===== src/rtl/cpu_pkg.sv =====
// Shared CPU constants and the fetch-queue entry payload.
package cpu_pkg;

  localparam int unsigned XLEN = 32;

  localparam logic [XLEN-1:0] NOP_INSTR = 32'h0;

  localparam logic [5:0] OP_RTYPE = 6'h00;
  localparam logic [5:0] OP_ADDI  = 6'h08;
  localparam logic [5:0] OP_BEQ   = 6'h04;
  localparam logic [5:0] OP_JAL   = 6'h03;
  localparam logic [5:0] OP_LW    = 6'h23;
  localparam logic [5:0] OP_SW    = 6'h2b;
  localparam logic [5:0] FUNCT_JR = 6'h08;

  typedef struct packed {
    logic [XLEN-1:0] pc;
    logic [XLEN-1:0] instr;
  } fq_entry_t;

endpackage


===== src/rtl/fq_store.sv =====
// Fetch-queue storage: DEPTH entries, two write ports, two combinational read ports.
module fq_store
  import cpu_pkg::*;
#(
  parameter int unsigned DEPTH = 8,
  parameter int unsigned AW    = $clog2(DEPTH)
) (
  input  logic              clk,
  input  logic              we0,
  input  logic [AW-1:0]     wa0,
  input  fq_entry_t         wd0,
  input  logic              we1,
  input  logic [AW-1:0]     wa1,
  input  fq_entry_t         wd1,
  input  logic [AW-1:0]     ra0,
  output fq_entry_t         rd0,
  input  logic [AW-1:0]     ra1,
  output fq_entry_t         rd1
);

  fq_entry_t mem [DEPTH];

  // Write both halves of an accepted pair; the two addresses never collide.
  always_ff @(posedge clk) begin
    if (we0) mem[wa0] <= wd0;
    if (we1) mem[wa1] <= wd1;
  end

  // Zero-latency reads of the two oldest slots.
  always_comb begin
    rd0 = mem[ra0];
    rd1 = mem[ra1];
  end

endmodule


===== src/rtl/fetch_queue.sv =====
// Two-wide instruction queue between imem and dec.
// Optional build macro FQ_STATS_EN adds stall_cycles / flush_cnt counters.
module fetch_queue
  import cpu_pkg::*;
#(
  parameter int unsigned DEPTH = 8,
  parameter int unsigned W     = 32
) (
  input  logic                       clk,
  input  logic                       rst,
  input  logic                       in_valid,
  input  logic [W-1:0]               ins1,
  input  logic [W-1:0]               ins2,
  input  logic [W-1:0]               ipc,
  input  logic                       flush,
  input  logic [1:0]                 deq,
  output logic [W-1:0]               e,
  output logic [W-1:0]               f,
  output logic [W-1:0]               epc,
  output logic [$clog2(DEPTH):0]     count,
  output logic                       waitpc,
  output logic                       ovf_err
`ifdef FQ_STATS_EN
  ,
  output logic [31:0]                stall_cycles,
  output logic [15:0]                flush_cnt
`endif
);

  localparam int unsigned AW = $clog2(DEPTH);
  localparam int unsigned CW = AW + 1;

  logic [AW-1:0] rd_ptr;
  logic [AW-1:0] wr_ptr;
  logic [1:0]    deq_lim;
  logic [1:0]    n;
  logic          illegal;
  logic          enq;
  fq_entry_t     wd0;
  fq_entry_t     wd1;
  fq_entry_t     rd0;
  fq_entry_t     rd1;

  // Accept/consume decisions, all from pre-edge count.
  always_comb begin
    deq_lim = (deq == 2'd3) ? 2'd2 : deq;
    n       = (CW'(deq_lim) > count) ? count[1:0] : deq_lim;
    illegal = (deq == 2'd3) || (CW'(deq) > count);
    enq     = in_valid && !flush && !rst && (count <= CW'(DEPTH - 2));
    waitpc  = count > CW'(DEPTH - 2);
    wd0     = '{pc: XLEN'(ipc),         instr: XLEN'(ins1)};
    wd1     = '{pc: XLEN'(ipc + W'(1)), instr: XLEN'(ins2)};
  end

  fq_store #(.DEPTH(DEPTH), .AW(AW)) u_store (
    .clk (clk),
    .we0 (enq),
    .wa0 (wr_ptr),
    .wd0 (wd0),
    .we1 (enq),
    .wa1 (wr_ptr + AW'(1)),
    .wd1 (wd1),
    .ra0 (rd_ptr),
    .rd0 (rd0),
    .ra1 (rd_ptr + AW'(1)),
    .rd1 (rd1)
  );

  // Present oldest two entries, NOP when not enough are queued.
  always_comb begin
    e   = (count != '0)      ? W'(rd0.instr) : W'(NOP_INSTR);
    epc = (count != '0)      ? W'(rd0.pc)    : '0;
    f   = (count >= CW'(2))  ? W'(rd1.instr) : W'(NOP_INSTR);
  end

  // Pointer, occupancy and sticky error state; flush empties but keeps ovf_err.
  always_ff @(posedge clk) begin
    if (rst) begin
      rd_ptr  <= '0;
      wr_ptr  <= '0;
      count   <= '0;
      ovf_err <= 1'b0;
    end else if (flush) begin
      rd_ptr  <= '0;
      wr_ptr  <= '0;
      count   <= '0;
    end else begin
      if (enq) wr_ptr <= wr_ptr + AW'(2);
      rd_ptr <= rd_ptr + AW'(n);
      count  <= count + (enq ? CW'(2) : CW'(0)) - CW'(n);
      if (illegal) ovf_err <= 1'b1;
    end
  end

`ifdef FQ_STATS_EN
  // Saturating stall and flush event counters.
  always_ff @(posedge clk) begin
    if (rst) begin
      stall_cycles <= '0;
      flush_cnt    <= '0;
    end else begin
      if (waitpc && in_valid && (stall_cycles != '1)) stall_cycles <= stall_cycles + 32'd1;
      if (flush && (flush_cnt != '1))                 flush_cnt    <= flush_cnt + 16'd1;
    end
  end
`endif

endmodule


===== config.mk =====
export PLATFORM = sky130hd
export DESIGN_NAME = fetch_queue
export DESIGN_NICKNAME = d
export VERILOG_FILES = /design/src/rtl/cpu_pkg.sv /design/src/rtl/fq_store.sv /design/src/rtl/fetch_queue.sv
export SDC_FILE = /design/constraint.sdc
export NUM_CORES = 1
export LEC_CHECK = 0
export CORE_MARGIN = 3
export CORE_UTILIZATION = 52
export DETAILED_ROUTE_END_ITERATION = 8
export PLACE_DENSITY = 0.8
export RECOVER_POWER = 25
export SLEW_MARGIN = 20
export SYNTH_ARGS = -nofsm -noshare
export SYNTH_HDL_FRONTEND = slang
export SYNTH_SLANG_ARGS = --single-unit

===== constraint.sdc =====
create_clock -name clk -period 5.57 [get_ports clk]
set_input_delay 1.114 -clock clk [delete_from_list [all_inputs] [get_ports clk]]
set_output_delay 1.114 -clock clk [all_outputs]
set_load 0.02 [all_outputs]

==> results of run 1 <==
-- area by class of cell --
| type | instances | area (um^2) | area share, % |
|---|---|---|---|
| Clock inverter | 23 | 205 | 0.760 |
| Sequential cell | 522 | 15600 | 57.7 |
| Multi-Input combinational cell | 560 | 6750 | 25.0 |
| Clock buffer | 67 | 1340 | 4.95 |
| Timing Repair Buffer | 227 | 2300 | 8.52 |
| Tap cell | 585 | 732 | 2.71 |
| Inverter | 17 | 63.8 | 0.236 |
| Antenna cell | 12 | 30.0 | 0.111 |
-- final timing paths --
kind                                start       end  depth (start not counted)  slack [ns]
worst max-delay path            rd_ptr[2]     f[18]                          5        1.08
worst min-delay path              ovf_err   ovf_err                          1        0.49
worst max register to register   count[1]  count[2]                         11        2.55
worst min register to register    ovf_err   ovf_err                          1        0.49
-- logic make-up after synthesis --
| group | count (synthesis) | synth area share, % |
|---|---|---|
| and+or+nand+nor | 207 | 4.04 |
| xor gates and xnor gates | 35 | 1.34 |
| adders and majority gates | 19 | 1.14 |
| muxes | 258 | 21.8 |
| AOI/OAI and AO/OA | 41 | 0.976 |
| DFF | 522 | 68.3 |
| buffers and inverters | 91 | 2.40 |
-- layer usage --
| metal | vias to the layer above | track usage (%) | part of all wire [%] |
|---|---|---|---|
| li1 | 5194 | - | - |
| met1 | 6323 | 28.2 | 40 |
| met2 | 449 | 35.7 | 50 |
| met3 | 81 | 4.62 | 6.9 |
| met4 | 6 | 5.95 | 2.4 |
| met5 | - | 0 | 0.080 |
-- power groups by stage --
stage	Combinational (mW)	Sequential, mW	Clock [mW]
floorplan	1.82	4.56	0
detailed placement	3.23	4.55	0
global placement	3.20	4.54	0
CTS	3.25	4.47	3.27
finish	3.20	4.47	3.21
global route	3.40	4.48	3.42
-- critical path, cell delays in order, from the launching register on --
cell             delay (ns)
dfxtp_4                0.76
xor2_4                 0.76
buf_4                  0.34
nand2_1                0.07
a21oi_1                0.17
clkdlybuf4s50_1        0.64
-- stage by stage --
| step | setup slack [ns] | total power, mW |
|---|---|---|
| 3_5_place_dp | 1.54 | 7.78 |
| 5_1_grt | 0.903 | 11.3 |
| 6_report | 1.08 | 10.9 |
| 3_3_place_gp | 1.60 | 7.74 |
| 2_1_floorplan | 0.248 | 6.38 |
| 4_1_cts | 1.01 | 11.0 |
-- cell usage in the layout (no fill, tap or decap), drive strengths merged --
| master | netlist | final |
|---|---|---|
| edfxtp | 512 | 512 |
| mux4 | 192 | 192 |
| clkdlybuf4s50 | 0 | 132 |
| nand2 | 79 | 79 |
| nor2 | 79 | 79 |
| dlygate4sd3 | 0 | 71 |
| clkbuf | 19 | 67 |
| mux2i | 66 | 66 |
| a21oi | 34 | 34 |
| xnor2 | 28 | 28 |
| buf | 55 | 24 |
| inv | 17 | 18 |
| clkinv | 0 | 17 |
| ha | 16 | 16 |
| diode | 0 | 12 |
| nand3 | 11 | 11 |
| nand4 | 10 | 10 |
| dfxtp | 10 | 10 |
| and3 | 8 | 8 |
| xor2 | 7 | 7 |
| and2 | 6 | 6 |
| bufinv | 0 | 4 |
| o211ai | 3 | 3 |
| and4 | 3 | 3 |
| nand4b | 3 | 3 |
| fa | 3 | 3 |
| nor3 | 3 | 3 |
| o21ai | 2 | 2 |
| nor2b | 2 | 2 |
| or2 | 1 | 1 |
| a21bo | 1 | 1 |
| nand2b | 1 | 1 |
| nor4 | 1 | 1 |
| o21ba | 1 | 1 |
| clkinvlp | 0 | 1 |
-- flip-flops by register name, indices dropped and copies added, names as in the netlist --
signal,flops
wr_ptr,2
ovf_err,1
u_store.mem,512
count,4
rd_ptr,3
==> run metrics, run 1 <==
DRT Wirelength 48600 um; switch share 29.3%; PwrDens 403 nW/um^2; Area Growth Syn to Fin 18.3%; number of global-route vias before repair 12700; initial antenna violation count 13; CP Class flop to output pin; global-route wire length before repair 75300 um; number of DRC markers in iteration 0 982; internal power 7.69 mW; root buffer cell clkbuf_16; maxcap violations 0; Post-CTS Hold Buffers 0; Total Neg Setup Slack 0 ns; fraction of registers with async set/reset 0%; initial core utilization 52.9%; Logic pwr share 29.4%; syn nets 1294; Post-Synthesis Cells 1173; hold slack 0.486 ns; DR vias 12100; status complete, no violations; # nets final 1499; top cells by count, synth edfxtp_1 (512), mux4_2 (192), nand2_1 (79), nor2_1 (79), mux2i_1 (66); Critical Path Fanout Max 26; count leader, synth edfxtp_1; peak supply drop 0.339 mV; FF+latch count, synth 522; area share of the largest cell type after synthesis 67.4%; DP Wirelength 29300 um; Cell Area, Placed 25400 um^2; min Tclk post-route 4.49 ns; post-cts sizing count 0; # fillers 3026; Fmax 223 MHz; largest net degree at the start of global routing 130; Worst setup EP type output pin; Final Max Tran Viols 0; syn_area_per_cell 19.5 um^2; Yosys top cell by area edfxtp_1; Synth Flop Type edfxtp_1; share of cells above drive strength 1 20.8%; Via density 5.99; router iterations before antenna repair 5; # setup viols final 0; P_leak 8.26 nW; Ports 204; RSZ-0062 raised after global routing no; Syn. warnings 0; Clk pwr share 29.5%; Util after Layout 62.6%; number of H-tree levels 2; number of synthesized flops with an enable pin 512; Synth cell types 35; slew margin rel. 33.3%; CTS Sinks 522; post-CTS setup buffers 0; Horiz. Die Dim 215 um; TritonCTS clock tree yes; Worst Path Arrival 3.38 ns; Longest Clk Path Bufs 3; fin cells 2013; gp weighted congestion 0.758; remaining antenna violation count after routing 0; Fin. Hold Viols 0; dominant cells by area after synthesis edfxtp_1 (67%), mux4_2 (19%), mux2i_1 (2.9%), nand2_1 (1.3%), nor2_1 (1.3%); Core Area 43200 um^2; mapped cell area 22800 um^2; Req. time, crit path 4.46 ns; Worst Skew 0.0188 ns; dpl cells 1911; GR Overflow Total 0; clock slew at reported path FFs 0.06 ns; die area 46400 um^2; P_sw 3.19 mW; total CTS buffers 50; Row Count 76; Tcrit/Tclk final 80.7%; chip height 215 um; DRC viols 0; Reg power frac 41.1%; startpoint types flop; register area share after synthesis 68.3%; IO Port Bufs 203; Finished Cell Area 27000 um^2; WL per Instance 24.2 um; clk_lat worst skew 0.58 ns; Slew @ Worst Pin 1.00 ns; Hold Crit Class flop to flop; Total GRT Usage 21.2%
No activity file was read; power rests on OpenSTA's default activity.
==> run 2: changes to the inputs <==
==> constraint.sdc (replaced) <==
create_clock -name clk -period 3.9 [get_ports clk]
set_input_delay 0.78 -clock clk [delete_from_list [all_inputs] [get_ports clk]]
set_output_delay 0.78 -clock clk [all_outputs]
set_load 0.02 [all_outputs]
==> run 2 against run 1 <==
Effect of this change: register-to-register slack worse by 1.6 ns; sequential cell count unchanged; first-iteration DRC count grew 11%; combinational power rose by 47%; die area is the same; non-clock buffer count grew 12; power grew 46%; sequential share of layout area decreased by 0.62 points; largest cell class unchanged.
==> run metrics, run 2 (same netlist as run 1, synthesis figures left out) <==
root buffer cell clkbuf_16; DP Wirelength 29500 um (+0.94%); Horiz. Die Dim 215 um (unchanged); largest net degree at the start of global routing 111 (-15%); GRT met3 Usage 5.25% (+0.63 points); status complete, no violations; slew margin rel. 57.0% (+24 points); IO Port Bufs 203 (unchanged); GRT busiest layer met2; worst setup margin 0.163 ns (-0.913 ns); Util after Layout 63.2% (+0.68 points); number of global-route vias before repair 12800 (+1.0%); top flop regs u_store.mem: 512 flops, count: 4 flops, rd_ptr: 3 flops; Reg power frac 40.3% (-0.8 points); Hold Crit Class flop to flop; Reg2Reg Depth 11 (unchanged); internal power 11.2 mW (+46%); number of DRC markers in iteration 0 1089 (+11%); initial core utilization 52.9% (unchanged); Logic pwr share 29.6% (+0.2 points); number of H-tree levels 2 (unchanged); DRC viols 0 (unchanged); CP Launch Point rd_ptr[0]; DP Worst Slack 0.221 ns (-1.31 ns); Total Neg Setup Slack 0 ns (unchanged); min Tclk post-route 3.74 ns; startpoint types flop; share of cells above drive strength 1 21.7% (+0.84 points); Req. time, crit path 3.12 ns (-1.34 ns); GR Util met2 35.9% (+0.20 points); total power 15.8 mW (+46%); GR Layer Usage met1 28.1% (-0.083 points); commonest non-fill, non-tap cell in the layout edfxtp_1; total CTS buffers 51 (+2.0%); Critical Path Fanout Max 11 (-58%); global-route wire length before repair 75600 um (+0.32%); Ports 204 (unchanged); peak supply drop 0.516 mV (+52%); Fmax 268 MHz; Reg-to-Reg Start count[1]; Via density 5.99 (+0.11%); chip height 215 um (unchanged); hold slack 0.485 ns (-0.000321 ns); Row Count 76 (unchanged); max FFs per register 512 (unchanged); Worst Path Arrival 2.96 ns (-0.42 ns); Final Max Tran Viols 0 (unchanged); Tcrit/Tclk final 95.8%; Cell Area, Placed 25600 um^2 (+0.61%); maxcap violations 0 (unchanged); clk_lat worst skew 0.58 ns (about the same); Area Growth Syn to Fin 19.6%; CTS Sinks 522 (unchanged); fin cells 2016 (+0.15%); Biggest register u_store.mem; remaining antenna violation count after routing 0 (unchanged); CP Class flop to output pin; Slew @ Worst Pin 0.645 ns (-0.356 ns); Total GRT Usage 21.2% (+0.065 points); commonest cells after routing, fill and taps aside edfxtp_1 (512), mux4_2 (192), clkdlybuf4s50_1 (132); clock slew at reported path FFs 0.06 ns (about the same); router iterations before antenna repair 5 (unchanged); Clk pwr share 30.0% (+0.5 points); Core Area 43200 um^2 (unchanged); die area 46400 um^2 (unchanged); P_sw 4.62 mW (+45%); gp weighted congestion 0.756 (-0.21%); DR vias 12100 (+0.26%); RSZ-0062 raised after global routing no; Worst Skew 0.00878 ns (-0.0101 ns); Longest Clk Path Bufs 3 (unchanged); P_leak 8.41 nW (+1.8%); switch share 29.2% (-0.12 points); GR Overflow Total 0 (unchanged); Finished Cell Area 27300 um^2 (+1.1%); WL per Instance 24.6 um (+1.6%); PwrDens 580 nW/um^2 (+44%); Fin. Hold Viols 0 (unchanged); CP endpoint f[20]; DRT Wirelength 49500 um (+1.8%); Worst R2R Setup Slack 0.91 ns (-1.64 ns); dpl cells 1920 (+0.47%); # setup viols final 0 (unchanged); Worst setup EP type output pin; TritonCTS clock tree yes; initial antenna violation count 11 (-2); # fillers 2978 (-1.6%); # nets final 1512 (+0.87%); r2r endpoint count[2]
[run 2: what timing repair did]
action / 4_1_cts / 5_1_grt
gates cloned: 0 / 2
hold endpoints to repair: 0 / 0
gates resized for setup: 1 / 4
pin swaps: 1 / 0
setup endpoints to repair: 7 / 8
buffers inserted: 1 / 0
hold buffers: 0 / 0
[run 2: how the worst min path moves through the flow]
stage / from / end / slack, ns / depth (start not counted)
floorplan: wr_ptr[2] / wr_ptr[2] / 0.52 / 2
global placement: ovf_err / ovf_err / 0.47 / 1
detailed placement: ovf_err / ovf_err / 0.47 / 1
CTS: ovf_err / ovf_err / 0.49 / 1
global route: ovf_err / ovf_err / 0.50 / 1
finish: ovf_err / ovf_err / 0.49 / 1
[run 2: power groups by stage]
stage | Clock, mW | Sequential (mW) | Combinational, mW
2_1_floorplan | 0 | 6.50 | 2.60
3_3_place_gp | 0 | 6.48 | 4.65
3_5_place_dp | 0 | 6.50 | 4.69
4_1_cts | 4.85 | 6.38 | 4.73
5_1_grt | 5.10 | 6.39 | 4.99
6_report | 4.76 | 6.39 | 4.69
[run 2: layout make-up]
type / count / area (um^2) / share of cell area [%]
Clock buffer: 67 / 1380 / 5.05
Tap cell: 585 / 732 / 2.68
Clock inverter: 25 / 240 / 0.880
Timing Repair Buffer: 239 / 2540 / 9.30
Multi-Input combinational cell: 560 / 6760 / 24.7
Sequential cell: 522 / 15600 / 57.1
Inverter: 17 / 63.8 / 0.234
Antenna cell: 1 / 2.50 / 0.00917
[run 2: worst max-delay path: stages (launching register included)]
cell             delay, ns
dfxtp_4               0.40
ha_4                  0.43
buf_4                 0.28
mux4_2                0.53
nand2_1               0.08
a21oi_1               0.08
clkdlybuf4s50_1       0.57
[run 2: routing by layer]
layer	wire, um	up-vias
met1	19400	6252
met4	931	18
met2	25100	502
met3	3920	93
li1	-	5219
met5	108	-
